`config.mk`:
```
export PLATFORM = sky130hd
export DESIGN_NAME = frame_ram_writer
export DESIGN_NICKNAME = d
export VERILOG_FILES = /design/src/rtl/frame_ram_writer.sv
export SDC_FILE = /design/constraint.sdc
export NUM_CORES = 1
export LEC_CHECK = 0
export CORE_UTILIZATION = 58
export CTS_CLUSTER_DIAMETER = 120
export DETAILED_ROUTE_END_ITERATION = 10
export PLACE_DENSITY = 0.87
export SETUP_SLACK_MARGIN = 0.4
export SLEW_MARGIN = 15
export SYNTH_ARGS = -nofsm -noshare
export SYNTH_HDL_FRONTEND = slang
export SYNTH_SLANG_ARGS = --single-unit
```
`constraint.sdc`:
```
create_clock -name clk -period 8.6 [get_ports clk]
set_clock_uncertainty 0.15 [all_clocks]
set_input_delay 1.72 -clock clk [delete_from_list [all_inputs] [get_ports clk]]
set_output_delay 1.72 -clock clk [all_outputs]
set_load 0.01 [all_outputs]
```
`src/rtl/frame_ram_writer.sv`:
```
// frame_ram_writer: streams 8-bit pixels from a valid/ready source into a
// rectangular window of the frame RAM write port, row by row, one frame per
// start pulse. Optional byte-sum checksum enabled by FRAME_WRITER_CHECKSUM_EN.
module frame_ram_writer #(
  parameter int unsigned ADDR_W = 18,
  parameter int unsigned DATA_W = 8,
  parameter int unsigned DIM_W  = 10
) (
  input  logic              clk,
  input  logic              rst,
  input  logic              start,
  input  logic [ADDR_W-1:0] base_addr,
  input  logic [DIM_W-1:0]  width,
  input  logic [DIM_W-1:0]  height,
  input  logic [DIM_W-1:0]  stride,
  input  logic [DATA_W-1:0] in_data,
  input  logic              in_valid,
  output logic              in_ready,
  output logic [ADDR_W-1:0] wraddress,
  output logic [DATA_W-1:0] data,
  output logic              wren,
  output logic              busy,
  output logic              done,
  output logic [15:0]       checksum
);

  localparam logic [1:0] S_IDLE  = 2'd0;
  localparam logic [1:0] S_LOAD  = 2'd1;
  localparam logic [1:0] S_FLUSH = 2'd2;
  localparam logic [1:0] S_DONE  = 2'd3;

  logic [1:0]        state;
  logic [1:0]        state_next;
  logic [DIM_W-1:0]  width_q;
  logic [DIM_W-1:0]  height_q;
  logic [DIM_W-1:0]  stride_q;
  logic [DIM_W-1:0]  col;
  logic [DIM_W-1:0]  row;
  logic [ADDR_W-1:0] cur_addr;
  logic [ADDR_W-1:0] row_addr;
  logic              accept;
  logic              start_ok;
  logic              zero_size;
  logic              last_col;
  logic              last_row;
  logic [ADDR_W-1:0] next_row_addr;

  // Handshake and frame-position decode
  assign in_ready      = (state == S_LOAD);
  assign accept        = in_valid && in_ready;
  assign start_ok      = start && (state == S_IDLE);
  assign zero_size     = (width == '0) || (height == '0);
  assign last_col      = (col == width_q - DIM_W'(1));
  assign last_row      = (row == height_q - DIM_W'(1));
  assign next_row_addr = row_addr + ADDR_W'(stride_q);

  // State register
  always_ff @(posedge clk) begin
    if (rst) state <= S_IDLE;
    else     state <= state_next;
  end

  // Next-state logic
  always_comb begin
    state_next = state;
    case (state)
      S_IDLE:  if (start) state_next = zero_size ? S_DONE : S_LOAD;
      S_LOAD:  if (accept && last_col && last_row) state_next = S_FLUSH;
      S_FLUSH: state_next = S_DONE;
      S_DONE:  state_next = S_IDLE;
      default: state_next = S_IDLE;
    endcase
  end

  // Registered status outputs follow the upcoming state
  always_ff @(posedge clk) begin
    if (rst) begin
      busy <= 1'b0;
      done <= 1'b0;
    end else begin
      busy <= (state_next == S_LOAD) || (state_next == S_FLUSH);
      done <= (state_next == S_DONE);
    end
  end

  // Frame geometry latch and row/column address walker
  always_ff @(posedge clk) begin
    if (rst) begin
      width_q  <= '0;
      height_q <= '0;
      stride_q <= '0;
      col      <= '0;
      row      <= '0;
      cur_addr <= '0;
      row_addr <= '0;
    end else if (start_ok) begin
      width_q  <= width;
      height_q <= height;
      stride_q <= stride;
      col      <= '0;
      row      <= '0;
      cur_addr <= base_addr;
      row_addr <= base_addr;
    end else if (accept) begin
      if (last_col) begin
        col      <= '0;
        row      <= row + DIM_W'(1);
        row_addr <= next_row_addr;
        cur_addr <= next_row_addr;
      end else begin
        col      <= col + DIM_W'(1);
        cur_addr <= cur_addr + ADDR_W'(1);
      end
    end
  end

  // RAM write port, one cycle behind the accepted beat
  always_ff @(posedge clk) begin
    if (rst) begin
      wren      <= 1'b0;
      wraddress <= '0;
      data      <= '0;
    end else begin
      wren <= accept;
      if (accept) begin
        wraddress <= cur_addr;
        data      <= in_data;
      end
    end
  end

`ifdef FRAME_WRITER_CHECKSUM_EN
  logic [15:0] acc;

  // Byte-sum accumulator; published when the frame completes
  always_ff @(posedge clk) begin
    if (rst) begin
      acc      <= '0;
      checksum <= '0;
    end else begin
      if (start_ok)    acc <= '0;
      else if (accept) acc <= acc + 16'(in_data);
      if (state == S_DONE) checksum <= acc;
    end
  end
`else
  assign checksum = '0;
`endif

endmodule

```
# Word level (Yosys, flattened, before mapping)
# Index checks and enable logic that the tools add are counted.
[word_totals]
regBits = 117
in_bits = 60
wordCells = 52
[op_classes]
addsub = 6
eq_ne = 8
n_mux = 11
reduce_logical = 14
[op_table]
columns = ["operator", "n"]
rows = [
  ["$mux W18", 6],
  ["$add A10 B1 Y10 const B", 2],
  ["$eq A10 B10 Y1", 2],
  ["$logic_not A10 Y1", 2],
  ["$sub A10 B1 Y10 const B", 2],
  ["$add A18 B1 Y18 const B", 1],
  ["$add A18 B10 Y18", 1],
  ["$mux W10", 1],
  ["$eq A2 B2 Y1 const B", 4],
  ["$pmux W2 S4", 1],
  ["$mux W2", 3],
  ["$eq A2 B1 Y1 const B", 2],
  ["$logic_and A1 B1 Y1", 4],
  ["$reduce_and A2 Y1", 2],
  ["$reduce_bool A2 Y1", 2],
  ["$logic_not A2 Y1", 1],
  ["$logic_or A1 B1 Y1", 2],
  ["$reduce_or A2 Y1", 1],
]

# Logic depth before layout (Yosys ltp)
# Gate-level depths: netlist of the first run.
[depth]
depth_word = 8
ltp_mapped = 14

# Least setup slack after synthesis of the first run
# No wires, ideal clock.
[synth_timing]
path_type = "input to register"
startpoint = "input port width[5]"
endpoint = "register busy"
t_arrival_ps = 3129
required_time_ps = 8322
path_slack_ps = 5194
cell_stages = 7
path_cell_list = "or4_1 > o41ai_1 > a21oi_1 > nor2_1 > a31o_2 > ha_1 > nor2b_1"
[synth_via]
elab_chain_len = 7
word_cells_on_any_way = 8
[synth_lines]
columns = ["element", "line", "text"]
rows = [
  ["start, declared", "13", "input logic [DIM_W-1:0] width,"],
  ["$logic_not A10 Y1 (*)", "52", "assign zero_size = (width == '0) || (height == '0);"],
  ["$logic_or A1 B1 Y1 (*)", "52", ""],
  ["$mux W2 (*) (2 in a row)", "67", "S_IDLE: if (start) state_next = zero_size ? S_DONE : S_LOAD;"],
  ["$pmux W2 S4 (*)", "66", "case (state)"],
  ["$eq A2 B1 Y1 / $eq A2 B2 Y1 (equally long branches)", "81", "busy <= (state_next == S_LOAD) || (state_next == S_FLUSH);"],
  ["$logic_or A1 B1 Y1 (*)", "81", ""],
  ["end signal, assigned", "81", ""],
  ["end, declared", "22", "output logic busy,"],
]
# Mark *: on every way between the ends. The rest lies on a longest branch, timed or not.
# A chain may end at the register's enable or synchronous reset.

==> metrics.md, run 1 <==
| Metric | Value |
|---|---|
| Die H | `107 um` |
| Max Cap Viol | `0` |
| DR WL/cell | `15.4 um` |
| Max Clk Rate | `223 MHz` |
| RSZ-0062 raised after global routing | `false` |
| Distinct cell type count after synthesis | `64` |
| Clk network pwr share | `44.2%` |
| Vias in the first global route | `5781` |
| PortBufs | `89` |
| WL final | `15900 um` |
| Max-slew violations | `0` |
| Clock latency at the later pin of the worst-skew pair | `0.53 ns` |
| Proportion of power drawn by flip-flops and latches | `40.5%` |
| Area grow syn2layout | `21.7%` |
| CTS Buf Count | `17` |
| Startpoint Class | `input port` |
| Global Route Usage Sum | `29.2%` |
| Synth Instances | `818` |
| Commonest cells after routing, fill and taps aside | `171 x nand2_1, 117 x dfxtp_1, 88 x clkdlybuf4s50_1` |
| Peak supply drop | `0.162 mV` |
| Slowest cell delay on critical path | `0.71 ns` |
| Drt first pass iters | `5` |
| CTS Hold Bufs | `0` |
| CP Capture Type | `flop` |
| Final Hold Viols | `0` |
| Multiplexer area fraction after synthesis | `1.57%` |
| Slew margin rel. | `34.6%` |
| Req. time, crit path | `8.84 ns` |
| Crit Path Class | `input port to flop` |
| Leading cell type in the layout, fill and taps excluded | `nand2_1` |
| Worst-margin pin slew | `0.982 ns` |
| Share of post-route cells with drive strength above 1 | `5.03%` |
| Post-synthesis simple-gate area fraction | `23.9%` |
| EDFF count, synth | `0` |
| Fin crit share | `52.3%` |
| Root buffer cell | `clkbuf_8` |
| Crit-path max FO | `95` |
| Die ar. | `11500 um^2` |
| Fin nets | `961` |
| Hold Path Class | `flop to flop` |
| Bufs and invs on worst path | `4` |
| Vias post-DR | `6115` |
| First-pass GRT wire length | `26700 um` |
| Initial Util | `59.4%` |
| Leak Pwr | `2.85 nW` |
| CP arrival | `4.73 ns` |
| Largest net degree at the start of global routing | `96` |
| CP Cell Sequence | `buf_2 -> buf_4 -> inv_1 -> nand2_1 -> inv_1 -> nand4_1 -> a21boi_0 -> o221ai_1` |
| Sequential fraction of the synthesis area | `36.3%` |
| Drt initial violations | `435` |
| Yosys warns | `0` |
| Family with the most delay on the worst path | `buffers and inverters` |
| Setup_tns | `0 ns` |
| Adder-cell share of the synthesized area | `3.42%` |
| Hold WS | `0.302 ns` |
| Comb pwr share | `15.3%` |
| Drt drc | `0` |
| IO Count | `106` |
| Post-synth ARST share | `0%` |
| Post-DP HPWL | `10800 um` |
| XOR/XNOR share of the synthesized area | `9.24%` |
| Synth Area in Compound Gates | `19.6%` |
| CP max-delay cell | `buf_4` |
| Post-CTS Resized | `0` |
| Core area | `10800 um^2` |
| Gp weighted congestion | `0.953` |
| # setup viols final | `0` |
| Pwr per Cell Area | `189 nW/um^2` |
| ANT cells | `0` |
| GRT overflow | `0` |
| Initial antenna violation count | `0` |
| Clock Pin Slew Worst Setup and Hold Paths | `0.06 ns` |
| Fin crit period | `4.49 ns` |
| DIE WIDTH | `107 um` |
| Combinational family with the most area after synthesis | `simple AND/OR/NAND/NOR gates` |
| Int Pwr | `1.10 mW` |
| P_sw | `0.388 mW` |
| CTS H-Tree Depth | `4` |
| CP dominant cell by count | `inv_1` |
| Ys flop type | `dfxtp_1` |
| Sink Count | `117` |
| Maximum buffer depth of the clock tree | `2` |
| Post-DR vias/cell | `5.91` |
| Mapped Area | `6440 um^2` |
| Rows | `38` |
| Postcts setup bufs | `0` |
| Status | `finished clean` |
| Synth Register Bits | `117` |
| Routed Antenna Nets | `0` |
| Syn Area/Cell | `7.88 um^2` |
| TritonCTS clock tree | `built` |
| Net Sw Frac | `26.1%` |
## cells by family (layout without fill, tap and decap cells)
logic type      count (synthesis)  after routing
simple gates                  335            335
compound gates                192            192
flops                         117            117
buf+inv                        78            139
xor+xnor                       68             68
fa+ha+maj                      17             17
mux                            10             10
other cells                     1             16
## final timing paths
path | from | end | slack [ns] | cells after the start
worst min-delay path | wraddress[8] | wraddress[8] | 0.30 | 2
worst min register to register | wraddress[8] | wraddress[8] | 0.30 | 2
worst max-delay path | rst | row_addr[11] | 4.11 | 8
worst max register to register | width_q[0] | row_addr[17] | 4.75 | 9
## through the flow
step,util [%],area [um^2],power (mW),instances,worst slack [ns]
floorplan,-,6500,0.762,833,5.19
global placement,67.2,7290,0.830,1005,3.75
detailed placement,67.2,7290,0.834,1005,3.69
CTS,72.3,7840,1.49,1034,4.19
global route,72.3,7840,1.54,1034,3.88
finish,72.3,7840,1.48,1034,4.11
## synth_stat cells, types with 2 or more instances
cell         n  share of area, %
nand2_1    171                10
dfxtp_1    117                36
a21oi_1     75               5.8
nor2_1      54               3.1
xnor2_1     37               5.0
clkbuf_1    34               2.0
xor2_1      31               4.2
nand3_1     25               1.9
o21ai_0     19               1.5
buf_4       16               1.9
ha_1        16               3.1
inv_1       15              0.87
a22oi_1     13               1.5
nand4_1     12               1.2
nor4_1      12               1.2
or3_1       11               1.1
or4_1       11               1.3
a311oi_1    10               1.4
and3_1       9              0.87
mux2i_1      9               1.4
a21boi_0     8              0.93
o221ai_1     8               1.1
o31ai_1      8              0.93
o22ai_1      7              0.68
buf_2        6              0.47
nor2b_1      6              0.58
and2_1       5              0.49
buf_1        5              0.29
nor3_1       5              0.39
o2bb2ai_1    5              0.68
o32a_1       5              0.78
o21a_1       4              0.47
a211oi_1     3              0.35
a21o_1       3              0.35
a31o_2       3              0.41
nor3_2       3              0.47
a22o_1       2              0.27
a31oi_1      2              0.19
buf_6        2              0.35
nor4bb_1     2              0.31
o211a_1      2              0.31
o211ai_1     2              0.23
o21bai_1     2              0.23
o31a_1       2              0.27
o41ai_1      2              0.27
## final cells by class
type                            count  area (um^2)
Multi-Input combinational cell    638         3790
Fill cell                         837         3000
Sequential cell                   117         2340
Timing Repair Buffer               95          931
Clock buffer                       26          508
Tap cell                          140          175
Inverter                           15         56.3
Clock inverter                      3         42.5
## flip-flops by register name (all words and copies together), names as in the netlist
register   flops
busy           1
col           10
cur_addr      18
data           8
done           1
height_q      10
row           10
row_addr      18
state          2
stride_q      10
width_q       10
wraddress     18
wren           1
## tightest hold or removal path, stage by stage, from the launching register on
cell     delay (ns)
dfxtp_1        0.30
nand2_1        0.05
a21oi_1        0.05
## power by group through the flow
stage	Combinational, mW	Clock, mW	Sequential, mW
4_1_cts	0.226	0.660	0.600
2_1_floorplan	0.158	0	0.604
3_5_place_dp	0.223	0	0.611
5_1_grt	0.252	0.685	0.605
6_report	0.227	0.655	0.601
3_3_place_gp	0.220	0	0.610
## per-layer routing
metal  up-vias  share of wire (%)  global-route usage, %
li1       2999                  -                      -
met1      2876                 44                   37.4
met2       203                 47                   47.1
met3        37                5.9                   6.30
met4         0                2.7                   13.1
met5         -                  0                      0
(Power assumes the default switching activity.)
==> run 2, diff against run 1 <==
--- a/config.mk
+++ b/config.mk
@@ -5,10 +5,10 @@
 export SDC_FILE = /design/constraint.sdc
 export NUM_CORES = 1
 export LEC_CHECK = 0
-export CORE_UTILIZATION = 58
+export CORE_UTILIZATION = 49
 export CTS_CLUSTER_DIAMETER = 120
 export DETAILED_ROUTE_END_ITERATION = 10
-export PLACE_DENSITY = 0.87
+export PLACE_DENSITY = 0.78
 export SETUP_SLACK_MARGIN = 0.4
 export SLEW_MARGIN = 15
 export SYNTH_ARGS = -nofsm -noshare
==> constraint.sdc (replaced) <==
create_clock -name clk -period 3.8 [get_ports clk]
set_clock_uncertainty 0.15 [all_clocks]
set_input_delay 0.76 -clock clk [delete_from_list [all_inputs] [get_ports clk]]
set_output_delay 0.76 -clock clk [all_outputs]
set_load 0.01 [all_outputs]
==> run 2 against run 1 <==
Effect of this change: sequential power is 130% higher; combinational power is 130% higher; total power is 150% higher; worst setup slack worse by 3.5 ns; worst hold slack worse by 0.0026 ns; non-clock buffer count is 10 higher; sequential cell count stayed put; sequential share of layout area is 0.81 points lower; utilization is 9.0 points lower; die area is 18% higher; cell area is 2.8% higher; first-iteration DRC count is 4.6% higher.
==> metrics.md, run 2 (synthesis gave the netlist of run 1 again) <==
| Metric | Value |
|---|---|
| CP arrival | `3.29 ns` |
| Global Route Usage Sum | `24.8%` |
| CTS Buf Count | `17` |
| Drt initial violations | `455` |
| PortBufs | `89` |
| IO Count | `106` |
| Die H | `117 um` |
| Slowest cell delay on critical path | `0.61 ns` |
| Status | `finished clean` |
| Root buffer cell | `clkbuf_16` |
| Commonest cells after routing, fill and taps aside | `171 x nand2_1, 117 x dfxtp_1, 88 x clkdlybuf4s50_1` |
| Family with the most delay on the worst path | `simple AND/OR/NAND/NOR gates` |
| Largest regs | `cur_addr x18, row_addr x18, wraddress x18` |
| TritonCTS clock tree | `built` |
| Startpoint Class | `flop` |
| Fin nets | `971` |
| GRT overflow | `0` |
| # setup viols final | `0` |
| Leak Pwr | `2.96 nW` |
| Gp weighted congestion | `0.897` |
| Rows | `41` |
| Reg2reg setup slack | `0.64 ns` |
| Crit Path Class | `flop to flop` |
| Clock Pin Slew Worst Setup and Hold Paths | `0.05 ns` |
| Slew margin rel. | `33.5%` |
| Worst-margin pin slew | `0.997 ns` |
| CP max-delay cell | `or4_4` |
| Post-DR vias/cell | `5.60` |
| Share of post-route cells with drive strength above 1 | `6.73%` |
| CTS H-Tree Depth | `4` |
| Drt first pass iters | `7` |
| Pwr per Cell Area | `451 nW/um^2` |
| Leading cell type in the layout, fill and taps excluded | `nand2_1` |
| Vias in the first global route | `5636` |
| Peak supply drop | `0.328 mV` |
| Fillers | `1164` |
| Fin crit share | `83.3%` |
| Max-slew violations | `0` |
| Max Clk Rate | `316 MHz` |
| Max Cap Viol | `0` |
| Bufs and invs on worst path | `0` |
| ANT cells | `0` |
| WL final | `16300 um` |
| CP Capture Type | `flop` |
| Clock latency at the later pin of the worst-skew pair | `0.42 ns` |
| DIE WIDTH | `117 um` |
| Worst R2R Path Depth | `7` |
| DR WL/cell | `15.1 um` |
| Setup_tns | `0 ns` |
| HP Start | `data[1]` |
| Crit-path max FO | `8` |
| Fin crit period | `3.16 ns` |
| Final Hold Viols | `0` |
| Initial Util | `50.6%` |
| Req. time, crit path | `3.92 ns` |
| Crit path from | `width_q[0]` |
| Maximum buffer depth of the clock tree | `2` |
| Critical path depth | `7` |
| Hold Path Class | `flop to flop` |
| Critical R2R Launch | `width_q[0]` |
| Sink Count | `117` |
| Area grow syn2layout | `25.1%` |
| First-pass GRT wire length | `26200 um` |
| Post-DP HPWL | `11200 um` |
| CP Cell Sequence | `or4_4 -> or4_1 -> a41o_1 -> or2_1 -> nor3_2 -> mux2i_1 -> o22ai_1` |
| RSZ-0062 raised after global routing | `false` |
| Worst hold stages | `2` |
| Initial antenna violation count | `0` |
| Core area | `12700 um^2` |
| Pwr Total | `3.64 mW` |
| Die ar. | `13600 um^2` |
| CTS Hold Bufs | `0` |
| Vias post-DR | `6042` |
| Routed Antenna Nets | `0` |
| Drt drc | `0` |
| Largest net degree at the start of global routing | `95` |
==> run 2: cell count changes in the layout (fill, tap and decap cells not counted), sizes merged <==
cell and delta:
clkinv +4, clkbuf -3, clkinvlp -1, buf +10, bufinv +3
==> run 2: worst min-delay path, delay by kind of cell (launching register included) <==
kind | cells | cell delay [ns]
and+or+nand+nor | 1 | 0.05
AOI/OAI and AO/OA | 1 | 0.05
DFF | 1 | 0.30
==> run 2: per-layer routing <==
layer	global-route usage (%)	up-vias	routed length, um
met5	0	-	0
li1	-	3011	-
met3	4.46	24	788
met1	30.7	2848	7340
met4	10.9	0	289
met2	42.1	159	7860
==> run 2: path summary, 6_finish.rpt <==
kind,end
worst min register to register,data[1]
worst max-delay path,cur_addr[6]
worst max register to register,cur_addr[6]
worst min-delay path,data[1]
==> run 2: cell type report <==
cell class / instances / area [um^2] / share of cell area [%]
Multi-Input combinational cell: 638 / 3790 / 47.0
Sequential cell: 117 / 2340 / 29.1
Tap cell: 172 / 215 / 2.67
Clock buffer: 23 / 508 / 6.30
Timing Repair Buffer: 105 / 1010 / 12.5
Clock inverter: 9 / 145 / 1.80
Inverter: 15 / 56.3 / 0.699
==> run 2: power breakdown <==
part / leakage, nW / internal [mW] / switching (mW) / total [mW]
Clock: 0.329 / 1.19 / 0.562 / 1.76
Sequential: 0.955 / 1.29 / 0.0665 / 1.36
Combinational: 1.67 / 0.238 / 0.286 / 0.523
==> run 2: timing repair <==
action,CTS,global route
resized for setup,0,1
buffers inserted,0,0
endpoints found under the setup margin,0,1
==> run 2: stage by stage <==
stage               area [um^2]  hold slack (ns)  utilization, %  setup WS [ns]  std cells
floorplan                  6500            0.286               -          0.501        833
global placement           7400            0.291            58.2          0.638       1047
detailed placement         7400            0.296            58.2          0.612       1047
CTS                        8060            0.303            63.3          0.571       1079
global route               8060            0.320            63.4          0.446       1079
finish                     8060            0.300            63.4          0.636       1079
==> run 3, diff against run 2 <==
==> constraint.sdc (replaced) <==
create_clock -name clk -period 2.8 [get_ports clk]
set_clock_uncertainty 0.15 [all_clocks]
set_input_delay 0.56 -clock clk [delete_from_list [all_inputs] [get_ports clk]]
set_output_delay 0.56 -clock clk [all_outputs]
set_load 0.01 [all_outputs]
==> run 3 against run 2 <==
Effect of this change: the run now ends with negative setup slack left; worst setup slack worse by 0.80 ns; global-route usage up 2.8 points; register-to-register slack worse by 0.80 ns.
==> metrics.md, run 3 (synthesis gave the netlist of run 1 again) <==
| Metric | Value |
|---|---|
| # setup viols final | `20` |
| Int Pwr | `3.57 mW` |
| Rows | `41` |
| Vias in the first global route | `5974` |
| Crit path from | `width_q[1]` |
| CTS H-Tree Depth | `4` |
| Max Clk Rate | `337 MHz` |
| Initial antenna violation count | `0` |
| Net Sw Frac | `27.1%` |
| DIE WIDTH | `117 um` |
| First-pass GRT wire length | `28800 um` |
| DR WL/cell | `16.2 um` |
| TritonCTS clock tree | `built` |
| Global Route Usage Sum | `27.6%` |
| Final core occ | `68.8%` |
| Placed instance count | `1072` |
| P_sw | `1.33 mW` |
| Share of post-route cells with drive strength above 1 | `15.6%` |
| Critical R2R Launch | `width_q[1]` |
| Vias post-DR | `6354` |
| Peak supply drop | `0.433 mV` |
| Gp weighted congestion | `0.862` |
| Worst R2R Path Depth | `9` |
| Final worst slack | `-0.164 ns` |
| PortBufs | `89` |
| Drt drc | `0` |
| Proportion of power drawn by flip-flops and latches | `37.6%` |
| Crit Path Class | `flop to flop` |
| Routed Antenna Nets | `0` |
| Slew margin rel. | `60.7%` |
| ANT cells | `0` |
| Max Cap Viol | `0` |
| Status | `finished, violations left` |
| Max layer used | `met4` |
| Fin crit share | `106%` |
| Clock latency at the later pin of the worst-skew pair | `0.42 ns` |
| Pwr per Cell Area | `560 nW/um^2` |
| Max-slew violations | `0` |
| Reg2reg setup slack | `-0.16 ns` |
| Initial Util | `50.6%` |
| Req. time, crit path | `2.94 ns` |
| WL final | `18200 um` |
| Leading cell type in the layout, fill and taps excluded | `nand2_1` |
| Failing checks | `negative setup slack` |
| HP Start | `wraddress[17]` |
| Sink Count | `117` |
| GRT overflow | `0` |
| Crit-path max FO | `4` |
| Routed length on met3 | `1010 um` |
| Hold WS | `0.302 ns` |
| Fillers | `999` |
| Maximum buffer depth of the clock tree | `2` |
| CP Capture Type | `flop` |
| Largest regs | `cur_addr x18, row_addr x18, wraddress x18` |
| Leak Pwr | `3.27 nW` |
| Clock Pin Slew Worst Setup and Hold Paths | `0.05 ns` |
| Drt initial violations | `467` |
| Commonest cells after routing, fill and taps aside | `168 x nand2_1, 115 x dfxtp_1, 87 x clkdlybuf4s50_1` |
| Post-DP HPWL | `11700 um` |
| Pwr Total | `4.90 mW` |
| RSZ-0062 raised after global routing | `true` |
| Post-DR vias/cell | `5.66` |
| Root buffer cell | `clkbuf_16` |
| Post-Layout Cell Count | `1122` |
| Largest net degree at the start of global routing | `95` |
| IO Count | `106` |
| CP arrival | `3.11 ns` |
| Fin crit period | `2.96 ns` |
| Clk network pwr share | `44.1%` |
| DR WL met2 | `8930 um` |
| Critical path endpoint | `busy` |
| Area grow syn2layout | `35.8%` |
| Startpoint Class | `flop` |
| Metal-1 WL | `7730 um` |
| Die H | `117 um` |
| Final Hold Viols | `0` |
| FF-to-FF End | `busy` |
| Hold Path Class | `flop to flop` |
| Core area | `12700 um^2` |
| Die ar. | `13600 um^2` |
| Drt first pass iters | `5` |
| CTS Buf Count | `17` |
| Comb pwr share | `18.3%` |
| Worst-margin pin slew | `0.588 ns` |
| Fin nets | `1014` |
## run 3: changes by cell type in the layout (fill, tap and decap cells not counted), sizes merged
cell,before,now
clkdlybuf4s50,88,87
buf,17,60
dlymetal6s2s,0,1
bufinv,4,2
clkinvlp,0,2
## run 3: timing repair
| action | in CTS | in global routing |
|---|---|---|
| gates resized for setup | 40 | 43 |
| setup buffers | 11 | 5 |
| pin swaps | 16 | 14 |
| endpoints found under the setup margin | 61 | 61 |
| hold buffers | 0 | 0 |
| gates cloned | 2 | 0 |
## run 3: critical path, stage by stage (launching register included)
cell,delay [ns]
dfxtp_2,0.33
or4_4,0.52
or4_1,0.42
a41o_1,0.24
or2_4,0.27
nor3_4,0.16
nand4_1,0.19
o2bb2ai_2,0.20
ha_2,0.25
nor2b_1,0.12
## run 3: final cells by class
type / instances / area [um^2] / area share (%)
clock inverter: 9 / 100 / 1.14
inverter: 15 / 56.3 / 0.644
sequential: 117 / 2340 / 26.8
clock buffer: 23 / 488 / 5.58
tap: 172 / 215 / 2.46
timing repair buffer: 148 / 1430 / 16.4
multi-input combinational: 638 / 4110 / 47.0
## run 3: power groups by stage
stage	registers [mW]	clock network, mW	logic (mW)
after floorplan	1.85	0	0.501
after global placement	1.87	0	0.749
after detailed placement	1.87	0	0.757
after CTS	1.84	2.18	0.812
after global routing	1.85	2.26	0.973
final	1.84	2.16	0.894
## run 3: routing by layer
| metal | vias up | track usage (%) |
|---|---|---|
| li1 | 3111 | - |
| met1 | 2969 | 34.1 |
| met2 | 229 | 45.6 |
| met3 | 45 | 6.64 |
| met4 | 0 | 12.2 |
| met5 | - | 0 |
## run 3: how the worst min path moves through the flow
stage                     slack [ns]  cells past startpoint       endpoint
after floorplan                 0.29                      1    row_addr[4]
after global placement          0.29                      2        data[0]
after detailed placement        0.30                      2        data[7]
after CTS                       0.30                      2        data[7]
after global routing            0.32                      2        data[6]
final                           0.30                      2  wraddress[17]
## run 3: stage by stage
step                TNS [ns]  area (um^2)  setup slack (ns)
finish                 -1.21         8750            -0.164
global route           -4.35         8750            -0.279
CTS                   -0.469         8500           -0.0883
detailed placement    -0.330         7670           -0.0793
global placement     -0.0952         7670           -0.0641
floorplan              -1.97         6600            -0.374
==> RTL change, RTL diff (settings of run 2) <==
`DATA_W`: 8 -> 12.
--- a/src/rtl/frame_ram_writer.sv
+++ b/src/rtl/frame_ram_writer.sv
@@ -4,5 +4,5 @@
 module frame_ram_writer #(
   parameter int unsigned ADDR_W = 18,
-  parameter int unsigned DATA_W = 8,
+  parameter int unsigned DATA_W = 12,
   parameter int unsigned DIM_W  = 10
 ) (
Ports: changed (resized data and in_data); port bits go from 106 to 114. No check against the original RTL was run, so the function may have changed too.
==> RTL change against run 2 <==
  * Power rose by 2.8%
  * Hold slack better by 0.0021 ns
  * Critical path depth increased by 5
  * Wire length decreased by 2.6%
  * Non-clock buffer count is 8 higher
  * Worst setup slack worse by 0.099 ns
  * Area after synthesis down 1.3%
  * Cell area rose by 0.78%
  * Sequential cell count up 4
==> RTL change: results (changes against run 2) <==
GRT
  – Vias in the first global route: 5411 (-4.0%)
  – Initial antenna violation count: 0 (unchanged)
  – GRT Overall Usage: 0.246 (-0.00209)
  – First-pass GRT wire length: 25700 um (-2.1%)
  – Largest net degree at the start of global routing: 59 (-38%)

Placed design
  – Hpwl dp: 10900 um (-3.0%)
  – RePlAce Congestion: 0.855 (-4.6%)
  – IO buf count: 97 (+9.0%)
  – Placed cell area: 0.00740 mm^2 (about the same)
  – Placed Instances: 1035 (-1.1%)

Layout
  – Final #Nets: 968 (-0.31%)
  – Top flop regs: cur_addr x18, row_addr x18, wraddress x18
  – Layout cell share with drive strength beyond 1: 0.0756 (+0.00830)
  – Post-Layout Cell Count: 1072 (-0.65%)
  – FILL cells: 1113 (-4.4%)

Min path
  – Tightest Hold Check Type: register to register

Worst setup path
  – R2R Path End: busy
  – R2R depth: 12 (+5)
  – WP data arrival: 3.40 ns (+0.11 ns)
  – CP Max Fanout: 4 (-4)
  – Startpoint of the worst-slack reg-to-reg timing path: width_q[0]
  – Setup slack, reg-to-reg: 0.54 ns (-0.10 ns)

Clock network
  – TritonCTS Buffers: 17 (unchanged)
  – Clock latency on the worst-skew pair: 0.42 ns (about the same)
  – Bufs on Longest Clock Path: 2 (unchanged)
  – Clock transition at the registers of the reported paths: 0.06 ns
  – H-Tree Level Count: 4 (unchanged)

Power
  – Leakage: 2.98 nW (+0.80%)
  – VDD IR max: 288 uV (-12%)
  – Switching power: 0.959 mW (+4.9%)

Yosys
  – Seq/Total Area, Yosys: 0.381 (+0.0174)
  – Synth top area cells: dfxtp_1 38%, nand2_1 10%, a21oi_1 7.0%
  – Cells after synthesis: 803 (-1.8%)
  – Synth top cells by count: 170 x nand2_1, 121 x dfxtp_1, 89 x a21oi_1
  – Netlist cell types: 61 (-4.7%)

Route
  – Drt via density: 5.47 (-2.4%)
  – Final wirelength: 15900 um (-2.6%)
  – Pre-antenna DRT Iters: 5 (-2)
  – DR iter-0 viols: 386 (-15%)

Status
  – Outcome: complete, no violations

Timing
  – Max-slew headroom: 0.530 (+0.195)
-- RTL change: changes by cell type after synthesis, sizes merged, moves of 8 or more --
cell           run 2  this run
a21oi             75        89
a211oi             3        16
nand3             26        16
a311oi            10         1
o221ai             8         0
xor2              31        39
-- RTL change: per-layer routing --
metal / global-route usage / share of wire / vias to the layer above
met3: 0.0596 / 0.044 / 23
met1: 0.309 / 0.45 / 2759
met4: 0.0761 / 0.016 / 0
met5: 0 / 0 / -
met2: 0.414 / 0.49 / 170
li1: - / - / 2909
-- RTL change: area by class of cell --
class | instances | area share
Tap cell | 172 | 0.0265
Multi-Input combinational cell | 619 | 0.451
Clock inverter | 14 | 0.0273
Clock buffer | 18 | 0.0541
Inverter | 15 | 0.00693
Timing Repair Buffer | 113 | 0.136
Sequential cell | 121 | 0.298
-- RTL change: how the worst min path moves through the flow --
stage                              end          from  depth (start not counted)
after floorplan            row_addr[2]   row_addr[2]                          2
after global placement         data[8]       data[8]                          2
after detailed placement  wraddress[9]  wraddress[9]                          2
after CTS                 wraddress[9]  wraddress[9]                          2
after global routing           data[0]       data[0]                          2
final                     wraddress[9]  wraddress[9]                          2
-- RTL change: power by group through the flow --
stage | sequential [mW] | combinational, mW | clock (mW)
after CTS | 1.40 | 0.526 | 1.81
after detailed placement | 1.43 | 0.518 | 0
after global routing | 1.41 | 0.599 | 1.86
after global placement | 1.43 | 0.511 | 0
after floorplan | 1.41 | 0.356 | 0
final | 1.40 | 0.545 | 1.79
-- RTL change: critical path, cell delays in order, from the launching register on --
cell and delay, ns:
dfxtp_1 0.34, inv_2 0.08, ha_4 0.15, nor4b_4 0.32, buf_4 0.19, nand3b_1 0.08, nand3_1 0.12, a22oi_2 0.10
or3_4 0.43, or4_4 0.45, a211o_1 0.31, ha_1 0.28, nor2b_1 0.12
-- RTL change: timing repair --
action	CTS	global route
setup endpoints to repair	1	2
resized for setup	0	5
pin swaps	0	2
buffers inserted	2	3
-- RTL change: cell families after synthesis --
kind of cell	synth area share
and+or+nand+nor	0.234
AOI/OAI and AO/OA	0.168
DFF	0.381
xor gates and xnor gates	0.114
buffers and inverters	0.0567
adders and majority gates	0.0346
muxes	0.0110
other	0.000590
-- RTL change: metrics by stage --
step / utilization / total power [mW] / hold WS (ns) / worst slack [ns]
floorplan: - / 1.77 / 0.290 / 0.641
global placement: 0.587 / 1.94 / 0.292 / 0.421
detailed placement: 0.587 / 1.95 / 0.296 / 0.353
CTS: 0.640 / 3.74 / 0.304 / 0.419
global route: 0.644 / 3.88 / 0.317 / 0.386
finish: 0.644 / 3.74 / 0.302 / 0.537
